File: config.mk
export PLATFORM = sky130hd
export DESIGN_NAME = if_fetch_unit_flat
export DESIGN_NICKNAME = d
export VERILOG_FILES = /design/src/rtl/if_fetch_unit_if.sv /design/src/rtl/if_fetch_unit.sv /design/src/flat_wrapper.sv
export SDC_FILE = /design/constraint.sdc
export NUM_CORES = 1
export LEC_CHECK = 0
export CAP_MARGIN = 20
export CORE_MARGIN = 4
export CORE_UTILIZATION = 45
export DETAILED_ROUTE_END_ITERATION = 6
export PLACE_DENSITY = 0.71
export SLEW_MARGIN = 20
export SYNTH_ARGS = -nofsm -noshare
export SYNTH_HDL_FRONTEND = slang
export SYNTH_SLANG_ARGS = --single-unit
File: constraint.sdc
create_clock -name clk -period 2.7 [get_ports clk]
set_clock_uncertainty 0.05 [all_clocks]
set_input_delay 0.675 -clock clk [delete_from_list [all_inputs] [get_ports clk]]
set_output_delay 0.675 -clock clk [all_outputs]
set_load 0.005 [all_outputs]
File: src/rtl/if_fetch_unit_if.sv
// Fetch-unit bus: instruction-memory req/gnt/rvalid
// and the valid/ready handoff to the ID stage.
interface if_fetch_unit_if #(
    parameter int PC_WIDTH   = 32,
    parameter int INST_WIDTH = 32
);
    logic                  imem_req_o;
    logic [PC_WIDTH-1:0]   imem_addr_o;
    logic                  imem_gnt_i;
    logic                  imem_rvalid_i;
    logic [INST_WIDTH-1:0] imem_rdata_i;
    logic                  if_valid_o;
    logic [PC_WIDTH-1:0]   if_pc_o;
    logic [INST_WIDTH-1:0] if_inst_o;
    logic                  id_ready_i;

    modport master (
        output imem_req_o, imem_addr_o,
        output if_valid_o, if_pc_o, if_inst_o,
        input  imem_gnt_i, imem_rvalid_i, imem_rdata_i,
        input  id_ready_i
    );

    modport slave (
        input  imem_req_o, imem_addr_o,
        input  if_valid_o, if_pc_o, if_inst_o,
        output imem_gnt_i, imem_rvalid_i, imem_rdata_i,
        output id_ready_i
    );
endinterface

File: src/rtl/if_fetch_unit.sv
// Instruction fetch front end: PC owner, single-outstanding
// imem requester, 2-entry instruction FIFO toward ID.
module if_fetch_unit #(
    parameter int                 PC_WIDTH   = 32,
    parameter logic [PC_WIDTH-1:0] RESET_PC  = '0,
    parameter int                 INST_WIDTH = 32
) (
    input  logic                clk,
    input  logic                rst_n,
    input  logic                flush_i,
    input  logic [PC_WIDTH-1:0] flush_pc_i,
    if_fetch_unit_if.master     bus
);
    localparam logic [1:0] IDLE = 2'd0;
    localparam logic [1:0] REQ  = 2'd1;
    localparam logic [1:0] RSP  = 2'd2;
    localparam logic [1:0] DROP = 2'd3;

    logic [1:0]            state;
    logic [1:0]            state_n;
    logic [PC_WIDTH-1:0]   pc;
    logic [PC_WIDTH-1:0]   pc_n;
    logic [PC_WIDTH-1:0]   addr_q;
    logic [1:0]            count;
    logic [1:0]            count_n;
    logic                  head;
    logic                  tail;
    logic                  push;
    logic                  pop;
    logic                  if_valid;
    logic                  grant;
    logic [PC_WIDTH-1:0]   fifo_pc   [2];
    logic [INST_WIDTH-1:0] fifo_inst [2];

    assign if_valid = (count != 2'd0) & ~flush_i;
    assign pop      = if_valid & bus.id_ready_i;
    assign push     = (state == RSP) & bus.imem_rvalid_i & ~flush_i;
    assign grant    = (state == REQ) & bus.imem_gnt_i;
    assign count_n  = count + {1'b0, push} - {1'b0, pop};

    assign bus.imem_req_o  = (state == REQ);
    assign bus.imem_addr_o = pc;
    assign bus.if_valid_o  = if_valid;
    assign bus.if_pc_o     = fifo_pc[head];
    assign bus.if_inst_o   = fifo_inst[head];

    // Next fetch state and PC; a flush overrides every other move.
    always_comb begin
        state_n = state;
        pc_n    = pc;
        if (flush_i) begin
            pc_n = {flush_pc_i[PC_WIDTH-1:2], 2'b00};
            unique case (state)
                IDLE:    state_n = REQ;
                REQ:     state_n = bus.imem_gnt_i ? DROP : REQ;
                RSP:     state_n = bus.imem_rvalid_i ? REQ : DROP;
                DROP:    state_n = bus.imem_rvalid_i ? REQ : DROP;
                default: state_n = IDLE;
            endcase
        end else begin
            unique case (state)
                IDLE: begin
                    if (count_n <= 2'd1) state_n = REQ;
                end
                REQ: begin
                    if (bus.imem_gnt_i) begin
                        state_n = RSP;
                        pc_n    = pc + PC_WIDTH'(4);
                    end
                end
                RSP: begin
                    if (bus.imem_rvalid_i)
                        state_n = (count_n <= 2'd1) ? REQ : IDLE;
                end
                DROP: begin
                    if (bus.imem_rvalid_i) state_n = REQ;
                end
                default: state_n = IDLE;
            endcase
        end
    end

    // Control registers: FSM, PC, granted-address tag, FIFO pointers.
    always_ff @(posedge clk or negedge rst_n) begin
        if (!rst_n) begin
            state  <= IDLE;
            pc     <= RESET_PC;
            addr_q <= '0;
            count  <= 2'd0;
            head   <= 1'b0;
            tail   <= 1'b0;
        end else begin
            state <= state_n;
            pc    <= pc_n;
            if (grant & ~flush_i) addr_q <= pc;
            if (flush_i) begin
                count <= 2'd0;
                head  <= 1'b0;
                tail  <= 1'b0;
            end else begin
                count <= count_n;
                if (pop)  head <= ~head;
                if (push) tail <= ~tail;
            end
        end
    end

    // FIFO storage; zeroed at reset so outputs read 0 until first push.
    always_ff @(posedge clk or negedge rst_n) begin
        if (!rst_n) begin
            for (int i = 0; i < 2; i++) begin
                fifo_pc[i]   <= '0;
                fifo_inst[i] <= '0;
            end
        end else if (push) begin
            fifo_pc[tail]   <= addr_q;
            fifo_inst[tail] <= bus.imem_rdata_i;
        end
    end
endmodule

File: src/flat_wrapper.sv
// flat-port wrapper written by rule: the top's interface ports become plain ports
module if_fetch_unit_flat 
#(
    parameter int                 PC_WIDTH   = 32,
    parameter logic [PC_WIDTH-1:0] RESET_PC  = '0,
    parameter int                 INST_WIDTH = 32
)
  (clk, rst_n, flush_i, flush_pc_i, bus_imem_req_o, bus_imem_addr_o, bus_if_valid_o, bus_if_pc_o, bus_if_inst_o, bus_imem_gnt_i, bus_imem_rvalid_i, bus_imem_rdata_i, bus_id_ready_i);
  if_fetch_unit_if #(.PC_WIDTH(PC_WIDTH), .INST_WIDTH(INST_WIDTH)) bus_i ();
  input  logic clk;
  input  logic rst_n;
  input  logic flush_i;
  input  logic [PC_WIDTH-1:0] flush_pc_i;
  output wire logic [$bits(bus_i.imem_req_o)-1:0] bus_imem_req_o;
  output wire logic [$bits(bus_i.imem_addr_o)-1:0] bus_imem_addr_o;
  output wire logic [$bits(bus_i.if_valid_o)-1:0] bus_if_valid_o;
  output wire logic [$bits(bus_i.if_pc_o)-1:0] bus_if_pc_o;
  output wire logic [$bits(bus_i.if_inst_o)-1:0] bus_if_inst_o;
  input wire logic [$bits(bus_i.imem_gnt_i)-1:0] bus_imem_gnt_i;
  input wire logic [$bits(bus_i.imem_rvalid_i)-1:0] bus_imem_rvalid_i;
  input wire logic [$bits(bus_i.imem_rdata_i)-1:0] bus_imem_rdata_i;
  input wire logic [$bits(bus_i.id_ready_i)-1:0] bus_id_ready_i;
  assign bus_imem_req_o = bus_i.imem_req_o;
  assign bus_imem_addr_o = bus_i.imem_addr_o;
  assign bus_if_valid_o = bus_i.if_valid_o;
  assign bus_if_pc_o = bus_i.if_pc_o;
  assign bus_if_inst_o = bus_i.if_inst_o;
  assign bus_i.imem_gnt_i = bus_imem_gnt_i;
  assign bus_i.imem_rvalid_i = bus_imem_rvalid_i;
  assign bus_i.imem_rdata_i = bus_imem_rdata_i;
  assign bus_i.id_ready_i = bus_id_ready_i;
  if_fetch_unit #(.PC_WIDTH(PC_WIDTH), .RESET_PC(RESET_PC), .INST_WIDTH(INST_WIDTH)) u_core (.clk(clk), .rst_n(rst_n), .flush_i(flush_i), .flush_pc_i(flush_pc_i), .bus(bus_i));
endmodule
==> run metrics <==
initial DRC count=331; Die ar.=21200 µm²; Worst Setup End Kind=output port; clk sinks=190; Top Ports=168; Sum Neg Setup Slack=0 ns; PD cells=776 nW/µm²; PortBufs=161; post-DP HPWL=14200 µm; total power=8.79 mW; Die W=146 µm; Top FF cell, synth=dfrtp_1; CTS buffer count=17; TritonRoute pass-1 iters=4; Final nets=891; DR vias/cell=5.48; VDD IR-drop max=0.463 mV; post-synthesis compound-gate area fraction=0.0402; largest family of logic cells by synthesized area=multiplexers; diodes inserted=0; status=completed; DR WL/cell=19.4 µm; Max Buffers Root-to-Sink=2; Setup Viol. Count Final=0; Post-Synth XOR/XNOR Area=0.0129; H-tree depth=4; GP Congestion=0.831; Layout Cell Area excl Fill=11300 µm²; Adder-Cell Fraction of Synth Area=0.00440; core box area=18700 µm²; Total GRT Usage=0.191; Layout Cells excl Fill=1065; Root Driver=clkbuf_16; Starting Density=0.456; ranking of synthesized cells by area=dfrtp_1, mux2_2, nand2_1; Seq/Total Area, Yosys=0.557; FFs w/ async S/R, synth=1.00; Placed Cells=1026; hold buffers post-CTS=0; fin crit share=0.982; first-pass GRT wire length=32600 µm; share of cells above drive strength 1=0.350; antenna violations before repair=0; post-place instance area=10600 µm²; maxcap violations=0; Clock Latency Late Sink=0.42 ns; RR Endpoint=u_core.bus.imem_addr_o[26]; DRC viols=0; largest area contributor in the netlist=dfrtp_1; grt total ovfl=0; Syn Area/Cell=13.3 µm²; Slew headroom=0.575; worst setup path startpoint=u_core.head; Synth Area in Simple Gates=0.0742; flops & latches, synth=190; row cnt=50; Synth Instances=642; via count=5835; share of the synthesized area in the top cell type=0.557; Ys Warns=0; WS Path Type=flop to output port; vias in the first global route=6141; mux cell area share after synthesis=0.286; Lkg Pwr=5.06 nW; slew of the pin with the lowest slew margin=0.637 ns; Area Overhead vs Synth=32.8%; antenna viol nets, final=0; Final Max Tran Viols=0; Worst Reg-to-Reg Cells=6; startpoint types=flop; fmax=0.377 GHz; Post-synth EDFFs=0; largest net degree at the start of global routing=60; worst-path fanout max=11; Worst EP arrival=1.93 ns; post-layout minimum cycle time=2.65 ns; Req. time, crit path=1.98 ns; mapped cell area=8540 µm²; reg-to-reg critical path startpoint=u_core.bus.imem_addr_o[2]; flop2flop setup slack=0.33 ns; clock transition at the registers of the reported paths=0.07 ns; Distinct cells, synth=45; Chip Height=146 µm; worst hold path class=input pin to async pin; CTS tree=built; Total Wirelength=20700 µm; final hold vios=0
where the power goes:
part	switching [mW]	internal, mW	total (mW)
Clock	1.10	1.41	2.51
Sequential	0.411	3.49	3.90
Combinational	0.767	1.61	2.38
Total	2.28	6.51	8.79
sequential cells by signal, summed over array words and instances, names as in the netlist:
signal / flops
u_core.addr_q: 30
u_core.bus.imem_addr_o: 30
u_core.count: 2
u_core.fifo_inst: 64
u_core.fifo_pc: 60
u_core.head: 1
u_core.state: 2
u_core.tail: 1
worst max-delay path: stages, from the launching register on:
cell	delay, ns
dfrtp_2	0.39
buf_4	0.15
buf_12	0.15
mux2_2	0.34
clkdlybuf4s50_1	0.47
metrics by stage:
stage | hold WS [ns] | util | setup WS, ns
floorplan | 0.329 | - | 0.379
global placement | 0.431 | 0.567 | -0.189
detailed placement | 0.437 | 0.567 | -0.225
CTS | 0.140 | 0.599 | -0.00167
global route | 0.154 | 0.606 | -0.000989
finish | 0.135 | 0.606 | 0.0486
worst max-delay path by stage:
| stage | end | slack, ns | cells after the start |
|---|---|---|---|
| after floorplan | u_core.state[0] | 0.38 | 10 |
| after global placement | u_core.bus.imem_addr_o[13] | -0.19 | 6 |
| after detailed placement | u_core.bus.imem_addr_o[24] | -0.22 | 6 |
| after CTS | bus_if_pc_o[16] | -0.002 | 3 |
| after global routing | bus_if_pc_o[3] | -0.001 | 4 |
| final | bus_if_inst_o[10] | 0.05 | 4 |
cells in the mapped netlist, drive strengths merged (2+ instances only):
| library cell | instances |
|---|---|
| inv | 6 |
| xor2 | 3 |
| o21ai | 16 |
| mux2 | 215 |
| a21oi | 3 |
| and2 | 3 |
| and4 | 3 |
| nor3 | 5 |
| a31oi | 12 |
| clkbuf | 25 |
| a22oi | 3 |
| and3 | 2 |
| nor2b | 6 |
| or4 | 12 |
| nor4 | 4 |
| nand4 | 9 |
| xnor2 | 7 |
| buf | 19 |
| o31ai | 10 |
| mux2i | 2 |
| o211ai | 3 |
| or3 | 6 |
| nand3 | 14 |
| dfrtp | 190 |
| nor2 | 18 |
| nand2 | 29 |
| ha | 3 |
cells by family (layout without fill, tap and decap cells):
logic type                 count (synthesis)  count (layout)
AOI/OAI and AO/OA                         53              53
muxes                                    217             217
DFF                                      190             190
and+or+nand+nor                          117             117
xor gates and xnor gates                  11              11
buffers and inverters                     50             236
other                                      1               4
adders and majority gates                  3               3
routing by layer:
layer,global-route usage,share of wire,vias up
li1,-,-,2686
met1,0.260,0.45,2951
met2,0.311,0.49,174
met3,0.0402,0.043,24
met4,0.0556,0.013,0
met5,0,0,-
layout by cell type, fill, tap and decap left out, drive strengths merged, types with 2 or more instances in the layout:
cell | Yosys | routed
mux2 | 215 | 215
dfrtp | 190 | 190
clkdlybuf4s50 | 0 | 151
buf | 19 | 34
nand2 | 29 | 29
clkbuf | 25 | 23
nor2 | 18 | 18
o21ai | 16 | 16
nand3 | 14 | 14
a31oi | 12 | 12
or4 | 12 | 12
inv | 6 | 11
o31ai | 10 | 10
nand4 | 9 | 9
xnor2 | 7 | 7
or3 | 6 | 6
dlygate4sd2 | 0 | 6
nor2b | 6 | 6
nor3 | 5 | 5
conb | 1 | 4
clkinvlp | 0 | 4
nor4 | 4 | 4
and2 | 3 | 3
and4 | 3 | 3
a22oi | 3 | 3
o211ai | 3 | 3
a21oi | 3 | 3
xor2 | 3 | 3
ha | 3 | 3
dlymetal6s2s | 0 | 3
and3 | 2 | 2
mux2i | 2 | 2
bufinv | 0 | 2
clkinv | 0 | 2
cell type report:
class                   count  area (µm²)
well taps                 234         293
inverters                   6        22.5
clock inverters            13         151
clock buffers              19         443
fillers                  1444        7370
flip-flops and latches    190        4760
repair buffers            198        2070
multi-input cells         405        3600
what timing repair did:
action	CTS	global route
gates resized for setup	7	5
buffers inserted	0	3
pin swaps	0	0
cloned	0	4
endpoints found under the setup margin	20	31
(Power assumes the default switching activity.)
